## config.mk

```make
export PLATFORM = sky130hd
export DESIGN_NAME = spike_train_monitor_flat
export DESIGN_NICKNAME = d
export VERILOG_FILES = /design/src/rtl/spike_train_monitor_pkg.sv /design/src/rtl/spike_train_monitor_if.sv /design/src/rtl/spike_train_monitor_isi_fifo.sv /design/src/rtl/spike_train_monitor.sv /design/src/flat_wrapper.sv
export SDC_FILE = /design/constraint.sdc
export NUM_CORES = 1
export LEC_CHECK = 0
export ABC_AREA = 0
export BUFFER_PORTS_ARGS = -buffer_cell sky130_fd_sc_hd__buf_2
export CORE_ASPECT_RATIO = 1.5
export CORE_MARGIN = 10
export CORE_UTILIZATION = 35
export DETAILED_ROUTE_END_ITERATION = 16
export SYNTH_ARGS = -nofsm -noshare
export SYNTH_HDL_FRONTEND = slang
export SYNTH_SLANG_ARGS = --single-unit
```

## constraint.sdc

```tcl
create_clock -name clk -period 15 [get_ports clk]
set_input_delay 0.75 -clock clk [delete_from_list [all_inputs] [get_ports clk]]
set_output_delay 0.75 -clock clk [all_outputs]
set_load 0.01 [all_outputs]
```

## src/rtl/spike_train_monitor_pkg.sv

```systemverilog
// Shared definitions for the spike train monitor: Q9.7 potential format,
// FSM state encoding and record width helper.
package spike_train_monitor_pkg;

  localparam int unsigned FRAC_BITS = 7;
  localparam int unsigned V_W       = 16;

  typedef enum logic [1:0] {
    ST_WAIT_FIRST = 2'd0,
    ST_REFRACT    = 2'd1,
    ST_MEASURE    = 2'd2
  } state_t;

  // Packed record width: ISI field followed by the 9.7 membrane potential.
  function automatic int unsigned rec_w(input int unsigned isi_w);
    return isi_w + V_W;
  endfunction

endpackage

```

## src/rtl/spike_train_monitor_if.sv

```systemverilog
// Record stream between the monitor (master) and its consumer (slave).
interface spike_train_monitor_if #(
  parameter int unsigned ISI_W = 16
);
  import spike_train_monitor_pkg::*;

  logic                    rec_valid;
  logic                    rec_ready;
  logic [ISI_W-1:0]        rec_isi;
  logic signed [V_W-1:0]   rec_v;

  modport master (output rec_valid, output rec_isi, output rec_v, input  rec_ready);
  modport slave  (input  rec_valid, input  rec_isi, input  rec_v, output rec_ready);
endinterface

```

## src/rtl/spike_train_monitor_isi_fifo.sv

```systemverilog
// Show-ahead synchronous FIFO for ISI records; accepts a push while full when a
// pop happens in the same cycle.
module spike_train_monitor_isi_fifo #(
  parameter int unsigned WIDTH = 32,
  parameter int unsigned DEPTH = 8
) (
  input  logic             clk,
  input  logic             rst,
  input  logic             flush,
  input  logic             push,
  input  logic             pop,
  input  logic [WIDTH-1:0] wr_data,
  output logic [WIDTH-1:0] rd_data,
  output logic             full,
  output logic             empty
);

  localparam int unsigned AW = $clog2(DEPTH);

  logic [WIDTH-1:0] mem [DEPTH];
  logic [AW:0]      wr_ptr;
  logic [AW:0]      rd_ptr;
  logic             do_push;
  logic             do_pop;

  // Extra pointer MSB distinguishes full from empty.
  assign empty   = (wr_ptr == rd_ptr);
  assign full    = (wr_ptr[AW] != rd_ptr[AW]) && (wr_ptr[AW-1:0] == rd_ptr[AW-1:0]);
  assign do_pop  = pop & ~empty & ~flush;
  assign do_push = push & ~flush & (~full | do_pop);
  assign rd_data = empty ? '0 : mem[rd_ptr[AW-1:0]];

  always_ff @(posedge clk or posedge rst) begin
    if (rst) begin
      wr_ptr <= '0;
      rd_ptr <= '0;
    end else if (flush) begin
      wr_ptr <= '0;
      rd_ptr <= '0;
    end else begin
      if (do_push) wr_ptr <= wr_ptr + (AW+1)'(1);
      if (do_pop)  rd_ptr <= rd_ptr + (AW+1)'(1);
    end
  end

  always_ff @(posedge clk) begin
    if (do_push) mem[wr_ptr[AW-1:0]] <= wr_data;
  end

endmodule

```

## src/rtl/spike_train_monitor.sv

```systemverilog
// Spike train monitor: onset detection, refractory lockout, ISI measurement
// into a record FIFO, and windowed firing-rate counting.
module spike_train_monitor
  import spike_train_monitor_pkg::*;
#(
  parameter int unsigned ISI_W       = 16,
  parameter int unsigned FIFO_DEPTH  = 8,
  parameter int unsigned REFRACT_CYC = 4,
  parameter int unsigned WINDOW      = 1024,
  parameter int unsigned RATE_W      = 11
) (
  input  logic                  clk,
  input  logic                  rst,
  input  logic                  clr,
  input  logic                  spike_in,
  input  logic signed [V_W-1:0] v_in,
  spike_train_monitor_if.master rec,
  output logic [RATE_W-1:0]     rate_out,
  output logic                  rate_valid,
  output logic                  ovf
);

  localparam int unsigned REC_W = rec_w(ISI_W);
  localparam int unsigned RC_W  = $clog2(REFRACT_CYC + 1);
  localparam int unsigned WC_W  = $clog2(WINDOW);
  localparam logic [ISI_W-1:0] ISI_MAX = '1;

  typedef struct packed {
    logic [ISI_W-1:0]      isi;
    logic signed [V_W-1:0] v;
  } rec_t;

  state_t           state;
  logic             spike_q;
  logic [ISI_W-1:0] cnt;
  logic [RC_W-1:0]  rcnt;
  logic [WC_W-1:0]  wcnt;
  logic [RATE_W-1:0] scnt;

  logic             onset;
  logic             accept;
  logic             push;
  logic             pop;
  logic             drop;
  logic             full;
  logic             empty;
  logic [ISI_W-1:0] isi_next;
  rec_t             wr_rec;
  rec_t             rd_rec;

  assign onset    = spike_in & ~spike_q;
  assign accept   = onset & ((state == ST_WAIT_FIRST) | (state == ST_MEASURE)) & ~clr;
  assign push     = onset & (state == ST_MEASURE) & ~clr;
  assign pop      = ~empty & rec.rec_ready & ~clr;
  assign drop     = push & full & ~pop;
  // Saturating increment; also the ISI reported at an accepted onset.
  assign isi_next = (cnt == ISI_MAX) ? ISI_MAX : cnt + ISI_W'(1);
  assign wr_rec   = '{isi: isi_next, v: v_in};

  spike_train_monitor_isi_fifo #(
    .WIDTH (REC_W),
    .DEPTH (FIFO_DEPTH)
  ) u_fifo (
    .clk     (clk),
    .rst     (rst),
    .flush   (clr),
    .push    (push),
    .pop     (pop),
    .wr_data (wr_rec),
    .rd_data (rd_rec),
    .full    (full),
    .empty   (empty)
  );

  assign rec.rec_valid = ~empty;
  assign rec.rec_isi   = rd_rec.isi;
  assign rec.rec_v     = rd_rec.v;

  always_ff @(posedge clk or posedge rst) begin
    if (rst) begin
      state      <= ST_WAIT_FIRST;
      spike_q    <= 1'b0;
      cnt        <= '0;
      rcnt       <= '0;
      wcnt       <= '0;
      scnt       <= '0;
      rate_out   <= '0;
      rate_valid <= 1'b0;
      ovf        <= 1'b0;
    end else begin
      spike_q    <= spike_in;
      rate_valid <= 1'b0;
      if (clr) begin
        state <= ST_WAIT_FIRST;
        cnt   <= '0;
        rcnt  <= '0;
        wcnt  <= '0;
        scnt  <= '0;
        ovf   <= 1'b0;
      end else begin
        case (state)
          ST_WAIT_FIRST: begin
            if (onset) begin
              cnt   <= '0;
              rcnt  <= '0;
              state <= ST_REFRACT;
            end
          end
          ST_REFRACT: begin
            cnt  <= isi_next;
            rcnt <= rcnt + RC_W'(1);
            if (rcnt == RC_W'(REFRACT_CYC - 1)) state <= ST_MEASURE;
          end
          ST_MEASURE: begin
            if (onset) begin
              cnt   <= '0;
              rcnt  <= '0;
              state <= ST_REFRACT;
            end else begin
              cnt <= isi_next;
            end
          end
          default: state <= ST_WAIT_FIRST;
        endcase

        if (drop) ovf <= 1'b1;

        // Window close folds in an onset landing on the final cycle.
        if (wcnt == WC_W'(WINDOW - 1)) begin
          rate_out   <= scnt + RATE_W'(accept);
          rate_valid <= 1'b1;
          scnt       <= '0;
          wcnt       <= '0;
        end else begin
          wcnt <= wcnt + WC_W'(1);
          if (accept && (scnt != '1)) scnt <= scnt + RATE_W'(1);
        end
      end
    end
  end

endmodule
```

## src/flat_wrapper.sv

```systemverilog
// flat-port wrapper written by rule: the top's interface ports become plain ports
module spike_train_monitor_flat import spike_train_monitor_pkg::*;
#(
  parameter int unsigned ISI_W       = 16,
  parameter int unsigned FIFO_DEPTH  = 8,
  parameter int unsigned REFRACT_CYC = 4,
  parameter int unsigned WINDOW      = 1024,
  parameter int unsigned RATE_W      = 11
)
  (clk, rst, clr, spike_in, v_in, rate_out, rate_valid, ovf, rec_rec_valid, rec_rec_isi, rec_rec_v, rec_rec_ready);
  spike_train_monitor_if #(.ISI_W(ISI_W)) rec_i ();
  input  logic clk;
  input  logic rst;
  input  logic clr;
  input  logic spike_in;
  input  logic signed [V_W-1:0] v_in;
  output logic [RATE_W-1:0] rate_out;
  output logic rate_valid;
  output logic ovf;
  output wire logic [$bits(rec_i.rec_valid)-1:0] rec_rec_valid;
  output wire logic [$bits(rec_i.rec_isi)-1:0] rec_rec_isi;
  output wire logic [$bits(rec_i.rec_v)-1:0] rec_rec_v;
  input wire logic [$bits(rec_i.rec_ready)-1:0] rec_rec_ready;
  assign rec_rec_valid = rec_i.rec_valid;
  assign rec_rec_isi = rec_i.rec_isi;
  assign rec_rec_v = rec_i.rec_v;
  assign rec_i.rec_ready = rec_rec_ready;
  spike_train_monitor #(.ISI_W(ISI_W), .FIFO_DEPTH(FIFO_DEPTH), .REFRACT_CYC(REFRACT_CYC), .WINDOW(WINDOW), .RATE_W(RATE_W)) u_core (.clk(clk), .rst(rst), .clr(clr), .spike_in(spike_in), .v_in(v_in), .rec(rec_i), .rate_out(rate_out), .rate_valid(rate_valid), .ovf(ovf));
endmodule
```

# Word-level counts from Yosys, hierarchy flattened
# Memories as Yosys holds them, arrays and structs flattened.
# Index checks and enable logic that the tools add are counted.
word_totals:
  mem_count: 1
  register_bits: 64
  word_cells: 93
  ramBits: 256
memory_table:
  columns: ["memory", "depth", "width", "rd", "rd_ports_with_merged_regs", "wr", "line_no", "rtl"]
  rows:
  - ["u_core.u_fifo.mem", 8, 32, 1, 0, 1, "spike_train_monitor_isi_fifo.sv:20", "logic [WIDTH-1:0] mem [DEPTH];"]
classes:
  bitwise: 20
  n_addsub: 7
  n_reduce_logical: 14
  muxes: 28
  eq_ne: 12
ops:
  columns: ["op", "n"]
  rows:
  - ["$mux W16", 4]
  - ["$pmux W16 S3", 1]
  - ["$mux W11", 3]
  - ["$mux W32", 1]
  - ["$mux W10", 2]
  - ["$add A16 B1 Y16 const B", 1]
  - ["$eq A16 B16 Y1 const B", 1]
  - ["$mux W4", 4]
  - ["$and A1 B1 Y1", 13]
  - ["$add A11 B1 Y11", 1]
  - ["$add A11 B1 Y11 const B", 1]
  - ["$ne A11 B11 Y1 const B", 1]
  - ["$add A10 B1 Y10 const B", 1]
  - ["$eq A10 B10 Y1 const B", 1]
  - ["$add A4 B1 Y4 const B", 2]
  - ["$reduce_and A2 Y1", 4]
  - ["$mux W1", 6]
  - ["$mux W2", 3]
  - ["$mux W3", 2]
  - ["$ne A3 B2 Y1 const B", 2]
  - ["$pmux W3 S2", 1]
  - ["$reduce_bool A2 Y1", 3]
  - ["$reduce_bool A3 Y1", 2]
  - ["$not A1 Y1", 5]
  - ["other kinds (14)", 16]

# Longest topological paths before layout
depth:
  depth_word: 10
  mapped_depth: 12
  depth_no_buf: 11

# Hierarchy
# Synthesis repeated with hierarchy kept, for this count alone.
unflattened:
  cells_unflattened: 835
  area_unflattened_um2: 13583.0
by_module_without_submodules:
  columns: ["module", "seq_area_each_um2", "instances", "cells_each", "area_per_inst_um2"]
  rows:
  - ["spike_train_monitor_isi_fifo", 7887.6, 1, 486, 10358.7]
  - ["spike_train_monitor", 1401.3, 1, 349, 3224.3]

# Least setup slack after synthesis
# OpenSTA, ideal clock, no wires.
synth_path:
  kind: "input-to-reg"
  start: "in spike_in"
  end: "mem u_core.u_fifo.mem[0][0] (enable)"
  setup_ns: 0.513
  required_ns: 14.487
  setup_slack_ns: 9.891
  path_stages: 4
  arrival_ns: 4.596
  path_buffers: 1
  path_cell_list: "and3b_1 > clkbuf_1 > o21ai_2 > nor4b_1"
synth_between:
  elab_chain_cells: 7
synth_rtl:
  columns: ["element", "line_no", "rtl"]
  rows:
  - ["start: declaration", "flat_wrapper.sv:15", "input logic spike_in;"]
  - ["$and A1 B1 Y1", "spike_train_monitor.sv:51", "assign onset = spike_in & ~spike_q;"]
  - ["$and A1 B1 Y1 (2 in series)", "spike_train_monitor.sv:53", "assign push = onset & (state == ST_MEASURE) & ~clr;"]
  - ["$and A1 B1 Y1 (2 in series)", "spike_train_monitor_isi_fifo.sv:30", "assign do_push = push & ~flush & (~full | do_pop);"]
  - ["$mux W1", "spike_train_monitor_isi_fifo.sv:47", "if (do_push) mem[wr_ptr[AW-1:0]] <= wr_data;"]
  - ["$mux W1 (not written as such)", "spike_train_monitor_isi_fifo.sv:47", null]
  - ["end: declaration", "spike_train_monitor_isi_fifo.sv:20", null]
# Every way passes these cells.

# Final worst setup path
layout_path:
  start: "reg u_core.u_fifo.rd_ptr[0]"
  end: "out rec_rec_isi[11]"
layout_between:
  elab_chain_cells: 2
  word_cells_on_any_way: 3
  classes_between: "eq/ne: 1; mux: 1; memory: 1"
layout_rtl:
  columns: ["element", "line_no", "rtl"]
  rows:
  - ["start: declaration", "spike_train_monitor_isi_fifo.sv:22", "logic [AW:0] rd_ptr;"]
  - ["start signal: assignment", "spike_train_monitor_isi_fifo.sv:42", "if (do_pop) rd_ptr <= rd_ptr + (AW+1)'(1);"]
  - ["$mem_v2 Z8 W32 / $eq A4 B4 Y1 (equally long branches)", null, null]
  - ["$mux W32 *", "spike_train_monitor_isi_fifo.sv:31", "assign rd_data = empty ? '0 : mem[rd_ptr[AW-1:0]];"]
  - ["end: declaration", "flat_wrapper.sv:21", "output wire logic [$bits(rec_i.rec_isi)-1:0] rec_rec_isi;"]
# Every way passes the cells marked *; elsewhere a longest branch is shown, timed or not.

==> results.json <==
{
  "outcome": "finished, final reports clean",
  "yosys.cell_types.count": 56,
  "internal-power_mw": 1.45,
  "synth_edf_count": 256,
  "final_cells": 1422,
  "ios": 67,
  "num_vias": 7427,
  "ff2ff_setup_slack_ns": 11.59,
  "p_seq_share_pct": 52.8,
  "ys_seq_area_share_pct": 68.1,
  "grt_max_degree": 68,
  "yosys.area_share.simple_pct": 7.41,
  "syn_area_mm2": 0.0136,
  "cts_buffers": 34,
  "initial_core_util_pct": 35.4,
  "max_freq_mhz": 253,
  "clkPwrFrac_pct": 44.6,
  "slew_violations": 0,
  "clk_pin_slew_ns": 0.06,
  "fin_util_pct": 40.6,
  "synth-seq-cells": 320,
  "drc": 0,
  "vias_per_cell": 5.22,
  "clock-sinks": 320,
  "synthAdderAreaFrac_pct": 1.19,
  "p_switching_mw": 0.369,
  "nets": 934,
  "most-common-layout-cells": "edfxtp_1, buf_2, nor2_1, mux4_2, dfrtp_1",
  "dr.first_iter.drc_count": 477,
  "p_leak_nw": 5.25,
  "synth_compound_area_share_pct": 4.76,
  "drive_above_1_share_pct": 25.5,
  "fin_total_pwr_mw": 1.82,
  "die_h_um": 262,
  "avgSynthCellArea_um2": 16.4,
  "worstSetupPathType": "register to primary output",
  "final_antenna_net_count": 0,
  "comb_power_share_pct": 2.6,
  "post_cts_buffers": 0,
  "endpoint_kind": "primary output",
  "ys_warn_count": 0,
  "final_common_cell": "edfxtp_1",
  "timing.setup.tns_ns": 0,
  "io_buffers": 66,
  "core_area_mm2": 0.0385,
  "grt_usage_pct": 11.4,
  "fillers": 3519,
  "peakVddDrop_mv": 0.0828,
  "wl_met1_mm": 11.2,
  "hp-start": "spike_in",
  "cts_tree": "built",
  "hold_depth": 1,
  "setup_viol": 0,
  "syn_nets": 867,
  "drv_cap": 0,
  "required_ns": 14.25,
  "antenna_found_initial": 2,
  "start_kind": "register",
  "worstMarginPinSlew_ns": 1.18,
  "cts_root_buffer": "clkbuf_16",
  "grt_pass1_wl_mm": 43.7,
  "dieArea_mm2": 0.0475,
  "post_cts_resized": 0,
  "synthMuxAreaShare_pct": 14.3,
  "rsz0062_at_grt": "no",
  "arrival_ns": 3.20,
  "hold_viol": 0,
  "cts_max_path_buffers": 3,
  "path_max_fanout": 46,
  "hp-class": "input port to register",
  "cts_hold_buf": 0,
  "first_pass_iters": 4,
  "wl_met2_mm": 14.2,
  "r2r_end": "u_core.u_fifo.mem[3][16]",
  "area_growth_pct": 14.6,
  "routedWlPerCell_um": 19.1,
  "fp-row-count": 88,
  "max_slew_margin_pct": 20.6,
  "top_layer": "met4",
  "dpl.cell_count": 1359,
  "synthXorXnorAreaFrac_pct": 1.99,
  "finClkSkew_ns": 0.0220,
  "grt_pass1_vias": 7854,
  "die_w_um": 181,
  "synth_top_family_by_area": "multiplexers",
  "period_minus_slack_ns": 3.95,
  "gp_congestion": 0.783,
  "wl_met3_mm": 1.15,
  "reg2reg_depth": 5,
  "htree_levels": 2,
  "rr_startpoint": "u_core.u_fifo.rd_ptr[0]",
  "grt-ovfl-total": 0,
  "syn-instance-count": 833,
  "hpwl_mm": 15.9,
  "switching_share_pct": 20.3,
  "async_flop_share_pct": 20.0,
  "clk_latency_ns": 0.52,
  "p_per_area_mw_per_mm2": 116,
  "routed_wl_mm": 27.2,
  "synth-main-ff-cell": "edfxtp_1",
  "hold_end": "u_core.spike_q",
  "min_period_over_period_pct": 26.3
}
per-stage QoR:
step | hold slack [ns] | instance area [µm²] | setup slack, ns
detailed placement | 0.480 | 14500 | 11.35
floorplan | 0.455 | 13600 | 9.89
global route | 0.424 | 15600 | 10.80
global placement | 0.471 | 14500 | 11.50
CTS | 0.409 | 15600 | 10.94
finish | 0.431 | 15600 | 11.05
power by group through the flow:
stage / clock, mW / combinational (mW) / sequential, mW
CTS: 0.837 / 0.0478 / 0.958
floorplan: 0 / 0.0304 / 0.976
global route: 0.868 / 0.0520 / 0.958
finish: 0.810 / 0.0465 / 0.958
detailed placement: 0 / 0.0476 / 0.977
global placement: 0 / 0.0466 / 0.977
state kept, by name, indices dropped and copies added, names as in the netlist, 2 cells and up:
name                  count
u_core.rate_out          11
u_core.wcnt              10
u_core.u_fifo.rd_ptr      4
u_core.rcnt               3
u_core.u_fifo.wr_ptr      4
u_core.state              2
u_core.cnt               16
u_core.scnt              11
u_core.u_fifo.mem       256
final cells by class:
cell class	instances	area, µm²	share of cell area (%)
Sequential cell	320	9300	59.4
Multi-Input combinational cell	440	4100	26.2
Clock buffer	44	918	5.87
Tap cell	495	619	3.96
Timing Repair Buffer	83	458	2.93
Clock inverter	17	173	1.10
Inverter	21	78.8	0.504
Antenna cell	2	5.00	0.0320
cell usage after synthesis (5+ instances only):
master	n	area share, %
nand2b_1	9	0.41
o2bb2ai_1	6	0.39
a211oi_1	5	0.28
o32ai_1	10	0.64
buf_2	28	1.0
buf_1	6	0.17
clkbuf_1	15	0.41
nor4_1	9	0.41
nor3_1	19	0.70
and4_1	6	0.39
o21ai_0	11	0.40
nor2_1	64	1.8
edfxtp_1	256	56
and3_1	7	0.32
o22ai_1	8	0.37
xnor2_1	19	1.2
nand4_1	13	0.60
nand2_1	26	0.72
xor2_1	12	0.77
mux2_2	13	1.1
a21oi_1	16	0.59
mux4_2	64	11
nand3_1	16	0.59
a22oi_1	8	0.44
dfrtp_1	64	12
inv_1	21	0.58
a22o_1	6	0.39
ha_1	13	1.2
mux2i_1	36	2.6
worst max-delay path by stage:
| stage | start | end | slack [ns] | depth (start not counted) |
|---|---|---|---|---|
| final | u_core.u_fifo.rd_ptr[0] | rec_rec_isi[11] | 11.05 | 5 |
| after global routing | u_core.u_fifo.rd_ptr[0] | rec_rec_isi[11] | 10.80 | 5 |
| after CTS | u_core.u_fifo.rd_ptr[0] | rec_rec_isi[15] | 10.94 | 5 |
| after detailed placement | u_core.u_fifo.rd_ptr[0] | u_core.u_fifo.mem[3][15] | 11.35 | 5 |
| after global placement | u_core.u_fifo.rd_ptr[0] | rec_rec_isi[15] | 11.50 | 5 |
| after floorplan | spike_in | u_core.u_fifo.mem[0][0] | 9.89 | 4 |
cells by family (layout without fill, tap and decap cells):
group                      after synthesis  after routing
and+or+nand+nor                        193            193
DFF                                    320            320
xor gates and xnor gates                31             31
AOI/OAI and AO/OA                       90             90
adders and majority gates               13             13
muxes                                  113            113
other                                    0              2
buffers and inverters                   73            165
routing by layer:
layer | GRT usage (%) | vias up
met4 | 3.83 | 0
met3 | 2.22 | 35
met5 | 0 | -
li1 | - | 3417
met1 | 13.2 | 3844
met2 | 20.7 | 131
critical path: stages (launching register included):
cell and delay (ns):
dfrtp_4 0.72, buf_4 0.78, mux4_2 0.60, mux2i_1 0.23
nor2_1 0.07, buf_2 0.16
No activity file was read; power rests on OpenSTA's default activity.
